===== src/rtl/pwm_ctrl_pkg.sv =====
// Shared encodings, default parameters and payload types for the PWM bank controller.
package pwm_ctrl_pkg;

  localparam int unsigned DATA_W           = 32;
  localparam int unsigned DEF_NUM_CH       = 8;
  localparam int unsigned DEF_FRAME_CYC    = 400000;
  localparam int unsigned DEF_WDOG_FRAMES  = 100;
  localparam int unsigned DEF_FS_HI        = 100000;

  localparam logic [1:0] ST_DISARMED = 2'd0;
  localparam logic [1:0] ST_ARMED    = 2'd1;
  localparam logic [1:0] ST_PENDING  = 2'd2;
  localparam logic [1:0] ST_FAILSAFE = 2'd3;

  // One channel's configuration, used for both shadow and active copies.
  typedef struct packed {
    logic [DATA_W-1:0] period;
    logic [DATA_W-1:0] hi;
  } ch_cfg_t;

  // Index width that never collapses to zero bits.
  function automatic int unsigned idx_width(input int unsigned n);
    return (n > 1) ? $clog2(n) : 1;
  endfunction

endpackage


===== src/rtl/pwm_frame_timer.sv =====
// Free-running frame counter; frame_tick marks the last cycle of each frame.
module pwm_frame_timer
  import pwm_ctrl_pkg::*;
#(
  parameter int unsigned FRAME_CYC = DEF_FRAME_CYC
) (
  input  logic clk,
  input  logic reset_n,
  output logic frame_tick
);

  localparam int unsigned   CNT_W = idx_width(FRAME_CYC);
  localparam logic [CNT_W-1:0] LAST = CNT_W'(FRAME_CYC - 1);

  logic [CNT_W-1:0] cnt_q;
  logic [CNT_W-1:0] cnt_nxt;
  logic             run_q;

  // The first edge after reset loads count 0; counting proper starts after that.
  always_comb begin
    cnt_nxt = '0;
    if (run_q && (cnt_q != LAST)) begin
      cnt_nxt = cnt_q + CNT_W'(1);
    end
  end

  always_ff @(posedge clk or negedge reset_n) begin
    if (!reset_n) begin
      cnt_q      <= '0;
      run_q      <= 1'b0;
      frame_tick <= 1'b0;
    end else begin
      cnt_q      <= cnt_nxt;
      run_q      <= 1'b1;
      frame_tick <= (cnt_nxt == LAST);
    end
  end

endmodule


===== src/rtl/pwm_bank_ctrl.sv =====
// PWM bank controller: shadowed channel config, frame-aligned atomic commit,
// arm gating and a frame watchdog that drops all channels into failsafe.
module pwm_bank_ctrl
  import pwm_ctrl_pkg::*;
#(
  parameter int unsigned NUM_CH      = DEF_NUM_CH,
  parameter int unsigned FRAME_CYC   = DEF_FRAME_CYC,
  parameter int unsigned WDOG_FRAMES = DEF_WDOG_FRAMES,
  parameter int unsigned FS_HI       = DEF_FS_HI,
  localparam int unsigned CH_W       = idx_width(NUM_CH)
) (
  input  logic                     clk,
  input  logic                     reset_n,
  input  logic                     arm,
  input  logic                     cfg_valid,
  output logic                     cfg_ready,
  input  logic [CH_W-1:0]          cfg_ch,
  input  logic [DATA_W-1:0]        cfg_period,
  input  logic [DATA_W-1:0]        cfg_hi,
  input  logic                     commit,
  output logic [DATA_W*NUM_CH-1:0] ch_period,
  output logic [DATA_W*NUM_CH-1:0] ch_hi,
  output logic [1:0]               state,
  output logic                     commit_done,
  output logic                     frame_tick,
  output logic                     err
);

  localparam int unsigned      WD_W    = idx_width(WDOG_FRAMES + 1);
  localparam logic [WD_W-1:0]  WD_MAX  = WD_W'(WDOG_FRAMES);
  localparam logic [DATA_W-1:0] FS_HI_V = DATA_W'(FS_HI);

  ch_cfg_t                   shadow_q [NUM_CH];
  ch_cfg_t                   act_q    [NUM_CH];
  logic [1:0]                state_q;
  logic [1:0]                state_nxt;
  logic [WD_W-1:0]           wd_q;
  logic [WD_W-1:0]           wd_nxt;
  logic [WD_W-1:0]           wd_inc_c;
  logic                      apply_c;
  logic                      wr_c;
  logic                      wr_ok_c;
  logic [DATA_W*NUM_CH-1:0]  ch_hi_nxt;

  pwm_frame_timer #(
    .FRAME_CYC (FRAME_CYC)
  ) u_frame_timer (
    .clk        (clk),
    .reset_n    (reset_n),
    .frame_tick (frame_tick)
  );

  assign state = state_q;

  // Next state, watchdog and apply decision.
  always_comb begin
    state_nxt = state_q;
    wd_nxt    = wd_q;
    apply_c   = 1'b0;
    wr_c      = cfg_valid && cfg_ready;
    wr_ok_c   = wr_c && (32'(cfg_ch) < NUM_CH);
    wd_inc_c  = (wd_q < WD_MAX) ? (wd_q + WD_W'(1)) : wd_q;

    if (!arm) begin
      state_nxt = ST_DISARMED;
      wd_nxt    = '0;
    end else begin
      case (state_q)
        ST_DISARMED: begin
          state_nxt = ST_ARMED;
          wd_nxt    = '0;
        end
        ST_ARMED: begin
          if (frame_tick) begin
            wd_nxt = wd_inc_c;
          end
          // A fresh commit takes precedence over a watchdog expiry on the same tick.
          if (commit) begin
            state_nxt = ST_PENDING;
          end else if (frame_tick && (wd_inc_c >= WD_MAX)) begin
            state_nxt = ST_FAILSAFE;
          end
        end
        ST_PENDING: begin
          if (frame_tick) begin
            apply_c   = 1'b1;
            wd_nxt    = '0;
            state_nxt = ST_ARMED;
          end
        end
        default: begin
          if (commit) begin
            state_nxt = ST_PENDING;
          end
        end
      endcase
    end
  end

  // Output high-times follow the state being entered so they line up with state.
  always_comb begin
    ch_hi_nxt = '0;
    for (int i = 0; i < NUM_CH; i++) begin
      if (state_nxt == ST_FAILSAFE) begin
        ch_hi_nxt[DATA_W*i +: DATA_W] = FS_HI_V;
      end else if (state_nxt != ST_DISARMED) begin
        ch_hi_nxt[DATA_W*i +: DATA_W] = apply_c ? shadow_q[i].hi : act_q[i].hi;
      end
    end
  end

  always_ff @(posedge clk or negedge reset_n) begin
    if (!reset_n) begin
      state_q     <= ST_DISARMED;
      wd_q        <= '0;
      cfg_ready   <= 1'b0;
      commit_done <= 1'b0;
      err         <= 1'b0;
      ch_hi       <= '0;
    end else begin
      state_q     <= state_nxt;
      wd_q        <= wd_nxt;
      cfg_ready   <= (state_nxt != ST_PENDING);
      commit_done <= apply_c;
      ch_hi       <= ch_hi_nxt;
      if (wr_c && !wr_ok_c) begin
        err <= 1'b1;
      end
    end
  end

  // Shadow writes and the atomic shadow-to-active transfer.
  always_ff @(posedge clk or negedge reset_n) begin
    if (!reset_n) begin
      for (int i = 0; i < NUM_CH; i++) begin
        shadow_q[i] <= '0;
        act_q[i]    <= '0;
      end
    end else begin
      for (int i = 0; i < NUM_CH; i++) begin
        if (apply_c) begin
          act_q[i] <= shadow_q[i];
        end
        if (wr_ok_c && (cfg_ch == CH_W'(i))) begin
          shadow_q[i] <= '{period: cfg_period, hi: cfg_hi};
        end
      end
    end
  end

  for (genvar g = 0; g < NUM_CH; g++) begin : g_pack
    assign ch_period[DATA_W*g +: DATA_W] = act_q[g].period;
  end

endmodule


===== config.mk =====
export PLATFORM = sky130hd
export DESIGN_NAME = pwm_bank_ctrl
export DESIGN_NICKNAME = d
export VERILOG_FILES = /design/src/rtl/pwm_ctrl_pkg.sv /design/src/rtl/pwm_frame_timer.sv /design/src/rtl/pwm_bank_ctrl.sv
export SDC_FILE = /design/constraint.sdc
export NUM_CORES = 2
export LEC_CHECK = 0
export BUFFER_PORTS_ARGS = -buffer_cell sky130_fd_sc_hd__buf_2
export CAP_MARGIN = 0
export CORE_ASPECT_RATIO = 0.8
export CORE_MARGIN = 8
export CORE_UTILIZATION = 35
export DETAILED_ROUTE_END_ITERATION = 12
export RECOVER_POWER = 50
export SYNTH_ARGS = -nofsm -noshare
export SYNTH_HDL_FRONTEND = slang
export SYNTH_SLANG_ARGS = --single-unit

===== constraint.sdc =====
create_clock -name clk -period 4.3 [get_ports clk]
set_input_delay 1.075 -clock clk [delete_from_list [all_inputs] [get_ports clk]]
set_output_delay 1.075 -clock clk [all_outputs]
set_load 0.05 [all_outputs]

Yosys cells after proc, flatten, opt, wreduce, memory -nomap -nowiden:

Cells that the tools add are included.

* flip-flop bits (word level): 1312
* input bits: 72
* output and inout bits: 518
* logic and storage cells: 114

* add/subtract/negate cells: 2
* order comparisons: 2
* equality and inequality tests: 16
* muxes and demuxes: 39
* reductions and logical operators: 15

Operators by type and width (count)
* $mux W32: 24
* $mux W7: 4
* $pmux W7 S3: 1
* $add A19 B1 Y19 const B: 1
* $eq A19 B19 Y1 const B: 1
* $mux W19: 1
* $ne A19 B19 Y1 const B: 1
* $eq A3 B3 Y1 const B: 4
* $logic_and A1 B1 Y1: 11
* $mux W2: 5
* $add A7 B1 Y7 const B: 1
* $ge A7 B7 Y1 const B: 1
* $lt A7 B7 Y1 const B: 1
* $eq A3 B2 Y1 const B: 2
* $ne A3 B2 Y1 const B: 2
* $pmux W2 S3: 1
* $eq A2 B2 Y1 const B: 2
* $ne A4 B1 Y1 const B: 1
* $eq A3 B1 Y1 const B: 1
* $logic_not A3 Y1: 1
* $mux W1: 3
* $reduce_and A3 Y1: 1
* $eq A2 B1 Y1 const B: 1
* $logic_not A2 Y1: 1
* 2 further kinds: 2

Longest topological paths before layout:

* word-level depth: 11
* gate-level depth with buffers: 10
* gate-level depth less buffers: 8

Hierarchy:

A second synthesis with hierarchy kept.

* cell total of the unflattened synthesis: 4437
* area, all modules: 51946.1 µm²

Modules (own cells, without submodules)
* pwm_bank_ctrl: times used 1, cells an instance 4311, area each 50716.1 µm², seq. area each 32306.0 µm²
* pwm_frame_timer: times used 1, cells an instance 126, area each 1229.9 µm², seq. area each 525.5 µm²

Worst setup path before layout:

OpenSTA, ideal clock, no wires.

* path kind: in2reg
* start point: input arm
* end point: register ch_hi[21]
* setup time: 151 ps
* arrival: 2574 ps
* data required time: 4149 ps
* path slack: 1575 ps
* stages on the path: 8
* path buffers: 3
* cells stage by stage: nand2_1 -> a211o_1 -> or4_1 -> buf_2 -> buf_6 -> buf_2 -> o21ai_1 -> a211oi_2

* word-level cells in the longest chain between the ends: 4
* elaborated cells between the ends (all ways): 7
* classes of those cells: eq/ne (1); mux (5); reduce/logical (1)

Ends and longest elaborated chain
* start: declaration: line pwm_bank_ctrl.sv:14 `input logic arm,`
* $mux W1 or $mux W2 (tied branches): line pwm_bank_ctrl.sv:64 `if (!arm) begin`
* $mux W32 or $reduce_bool A2 Y1 (tied branches): line pwm_bank_ctrl.sv:107, pwm_bank_ctrl.sv:106
* $mux W32: line pwm_bank_ctrl.sv:106 `end else if (state_nxt != ST_DISARMED) begin`
* $mux W32 *: line pwm_bank_ctrl.sv:104 `if (state_nxt == ST_FAILSAFE) begin`
* net ch_hi_nxt[21]: line pwm_bank_ctrl.sv:43 `logic [DATA_W*NUM_CH-1:0] ch_hi_nxt;`
* end signal: assignment: line pwm_bank_ctrl.sv:125 `ch_hi <= ch_hi_nxt;`
* end: declaration: line pwm_bank_ctrl.sv:22 `output logic [DATA_W*NUM_CH-1:0] ch_hi,`

Mark *: on every way through the listed nets, which the timed path passes. The rest lies on a longest branch.
A chain may end at the register's enable or synchronous reset.

Final worst setup path:

* start point: register cfg_ready
* end point: register shadow_q[101] in the netlist's numbering

* word-level cells in the longest chain between the ends: 2

Ends and longest elaborated chain
* start: declaration: line pwm_bank_ctrl.sv:16 `output logic cfg_ready,`
* start signal: assignment: line pwm_bank_ctrl.sv:123 `cfg_ready <= (state_nxt != ST_PENDING);`
* $logic_and A1 B1 Y1: line pwm_bank_ctrl.sv:60 `wr_c = cfg_valid && cfg_ready;`
* $logic_and A1 B1 Y1: line pwm_bank_ctrl.sv:144 `if (wr_ok_c && (cfg_ch == CH_W'(i))) begin`
* end signal: indexed assignment: line pwm_bank_ctrl.sv:145 `shadow_q[i] <= '{period: cfg_period, hi: cfg_hi};`
* end: declaration: line pwm_bank_ctrl.sv:33 `ch_cfg_t shadow_q [NUM_CH];`

No other way between the ends.

==> summary.md <==
| Metric | Value |
|---|---|
| WL per Instance | `22.3 µm` |
| Max incr delay on CP | `1.87 ns` |
| Synth area leader | `dfrtp_1` |
| Setup TNS | `0 ns` |
| Drt pass-1 iters | `5` |
| Setup bufs post-CTS | `0` |
| Chip height | `362 µm` |
| Startpoint types | `flip-flop` |
| Synth top area share | `0.627` |
| Cell Rows | `around 130` |
| Number of buffers created by CTS | `137` |
| Final Max Slew Viols | `340` |
| Worst-path clk slew | `0.06 ns` |
| DIE WIDTH | `around 450 µm` |
| Vias/cell | `4.95` |
| Post-DRT Antenna Nets | `0` |
| RSZ-0062 raised after global routing | `false` |
| Main area contributors after synthesis | `dfrtp_1, nand2_1, mux2_2` |
| Async set or reset register ratio after synthesis | `1.00` |
| Main synth FF type | `dfrtp_1` |
| Worst-path cell chain | `nand3_1 -> nor2_4 -> clkbuf_2 -> mux2_2` |
| HPWL Detailed | `100 mm` |
| Ratio of cells with drive above 1 in the final layout | `0.298` |
| Crit path time final | `about 3.6 ns` |
| WP data required | `4.91 ns` |
| Max Cap Viol | `6` |
| Post-CTS sizing | `0` |
| Clock Tree Buf Depth | `3` |
| H-tree level count | `4` |
| EDFF count, synth | `0` |
| Failing checks | `capacitance limit, slew limit` |
| Status | `finished, violations left` |
| Syn-to-layout area delta | `15.1%` |
| Maximum clock frequency | `274 MHz` |
| Critical Path Fanout Max | `64` |
| Largest net degree at the start of global routing | `195` |
| Post-Syn Nets | `about 4,700` |
| Starting Density | `0.351` |
| Post-Syn Area | `roughly 52,000 µm²` |
| Hold WC Path Type | `flip-flop to flip-flop` |
| Fin Hold WS | `roughly 0.42 ns` |
| Die area | `~160,000 µm²` |
| Yosys warns | `0` |
| LEAKAGE | `30.4 nW` |
| Hold Violations, Final | `0` |
| Clock Sinks | `1,312` |
| Crit Path Class | `flip-flop to flip-flop` |
| Commonest cells post-synth | `nand2_1, dfrtp_1, mux2_2, buf_4, clkbuf_1` |
| Slew @ Worst Pin | `2.71 ns` |
| Most numerous cell in the Yosys netlist | `nand2_1` |
| Hold-fix buffers, CTS | `0` |
| Clk_lat worst skew | `0.78 ns` |
| CTS tree | `yes` |
| Final setup skew | `0.0481 ns` |
| Peak supply drop | `309 µV` |
| Period utilization | `0.848` |
| NumNets Final | `4,929` |
| Antenna violations before repair | `20` |
| Fillers | `14,144` |
| Drt total wl | `~160 mm` |
| WP data arrival | `4.26 ns` |
| Final GP Congestion | `0.816` |
| Worst Setup End Kind | `flip-flop` |
| # DRC | `0` |
| Crit path max-delay cell type | `clkbuf_2` |
| Cells after Synth | `between 4,000 and 5,000` |
| GRT overflow | `0` |
| Pwr Density | `~510 nW/µm²` |
| DR vias | `34,480` |
| Seq/Total Area, Yosys | `0.627` |
| Final setup vio count | `0` |
| Mapped Avg Cell Area | `11.4 µm²` |
| Netlist cell types | `between 50 and 60` |
| Slew HR | `-0.810` |
| Seq cells post-synth | `roughly 1,300` |
| Num ports | `590` |
| Initial DRC count | `2,520` |
| GRT Total Usage | `0.187` |
| PortBufs | `approximately 600` |
| Core box area | `149,000 µm²` |
| Global-route wire length before repair | `235 mm` |
| Clk root buf | `clkbuf_16` |
| Vias in the first global route | `approximately 35,000` |
[through the flow]
step	std cells	cell area [µm²]	utilization	power, W	setup slack, ns
6_report	6959	60300	0.404	0.0307	0.654
2_1_floorplan	4579	52400	-	0.0173	1.58
3_5_place_dp	6711	55900	0.375	0.0187	0.832
4_1_cts	6952	60600	0.406	0.0310	1.17
3_3_place_gp	6711	55900	0.375	0.0185	0.875
5_1_grt	6953	60300	0.404	0.0320	0.484
[metal layers]
| metal | global-route usage | up-vias | part of all wire |
|---|---|---|---|
| li1 | - | 15398 | - |
| met1 | 0.250 | 17947 | 0.43 |
| met2 | 0.299 | 891 | 0.47 |
| met3 | 0.0385 | 244 | 0.053 |
| met4 | 0.0739 | 0 | 0.040 |
| met5 | 0 | - | 0 |
[flip-flops by register name, summed over array words and instances, names as in the netlist]
register	cells
shadow_q	512
act_q	256
ch_hi	256
ch_period	256
u_frame_timer.cnt_q	19
wd_q	7
state	2
cfg_ready	1
commit_done	1
u_frame_timer.frame_tick	1
u_frame_timer.run_q	1
[cell type report]
cell class / instances / area, µm² / area share
sequential: 1312 / 32800 / 0.544
multi-input combinational: 2702 / 16200 / 0.269
timing repair buffer: 692 / 4050 / 0.0671
clock buffer: 198 / 4050 / 0.0671
tap: 1999 / 2500 / 0.0415
clock inverter: 43 / 638 / 0.0106
inverter: 6 / 30.0 / 0.000498
antenna: 7 / 17.5 / 0.000290
[power by group]
group          leakage, nW  switching [W]  total [W]  internal, W
registers             17.3       0.000762     0.0146       0.0139
clock network         2.29        0.00524     0.0123      0.00705
logic                 10.8        0.00231    0.00380      0.00149
[worst paths after layout]
path	startpoint	end	slack, ns	cells past startpoint
setup / recovery	cfg_ready	shadow_q[101]	0.65	4
hold / removal	shadow_q[356]	ch_period[68]	0.42	2
setup reg to reg	cfg_ready	shadow_q[101]	0.65	4
hold reg to reg	shadow_q[356]	ch_period[68]	0.42	2
max in group asynchronous	reset_n	ch_hi[86]	1.00	2
min in group asynchronous	reset_n	ch_hi[171]	0.83	1
[worst max-delay path: cells and delay by family (launching register included)]
| kind | cells | cell delay, ns |
|---|---|---|
| buf+inv | 1 | 1.87 |
| flops | 1 | 0.53 |
| simple gates | 2 | 0.45 |
| mux | 1 | 0.47 |
[cells by family after synthesis]
kind of cell | Yosys count | synth area share
AO/OA/AOI/OAI | 466 | 0.0623
XOR/XNOR | 17 | 0.00284
adder cells (fa/ha/maj) | 54 | 0.0108
buffers and inverters | 565 | 0.0657
flip-flops | 1312 | 0.627
multiplexers | 513 | 0.110
other | 2 | 0.000143
AND/OR/NAND/NOR | 1650 | 0.121
[cells in the final DEF (no fill, tap or decap), types with 11 or more instances in the layout]
cell type	instances
nand2_1	1554
dfrtp_1	1312
buf_2	588
mux2_2	513
a211oi_1	153
o21ai_0	138
clkbuf_16	137
o21ai_1	83
a211oi_2	56
clkbuf_1	48
clkbuf_8	39
maj3_1	38
buf_12	36
nor2_1	28
buf_4	28
nand3_1	14
clkinv_2	14
clkbuf_2	11
Power figures use the tool's default switching activity.
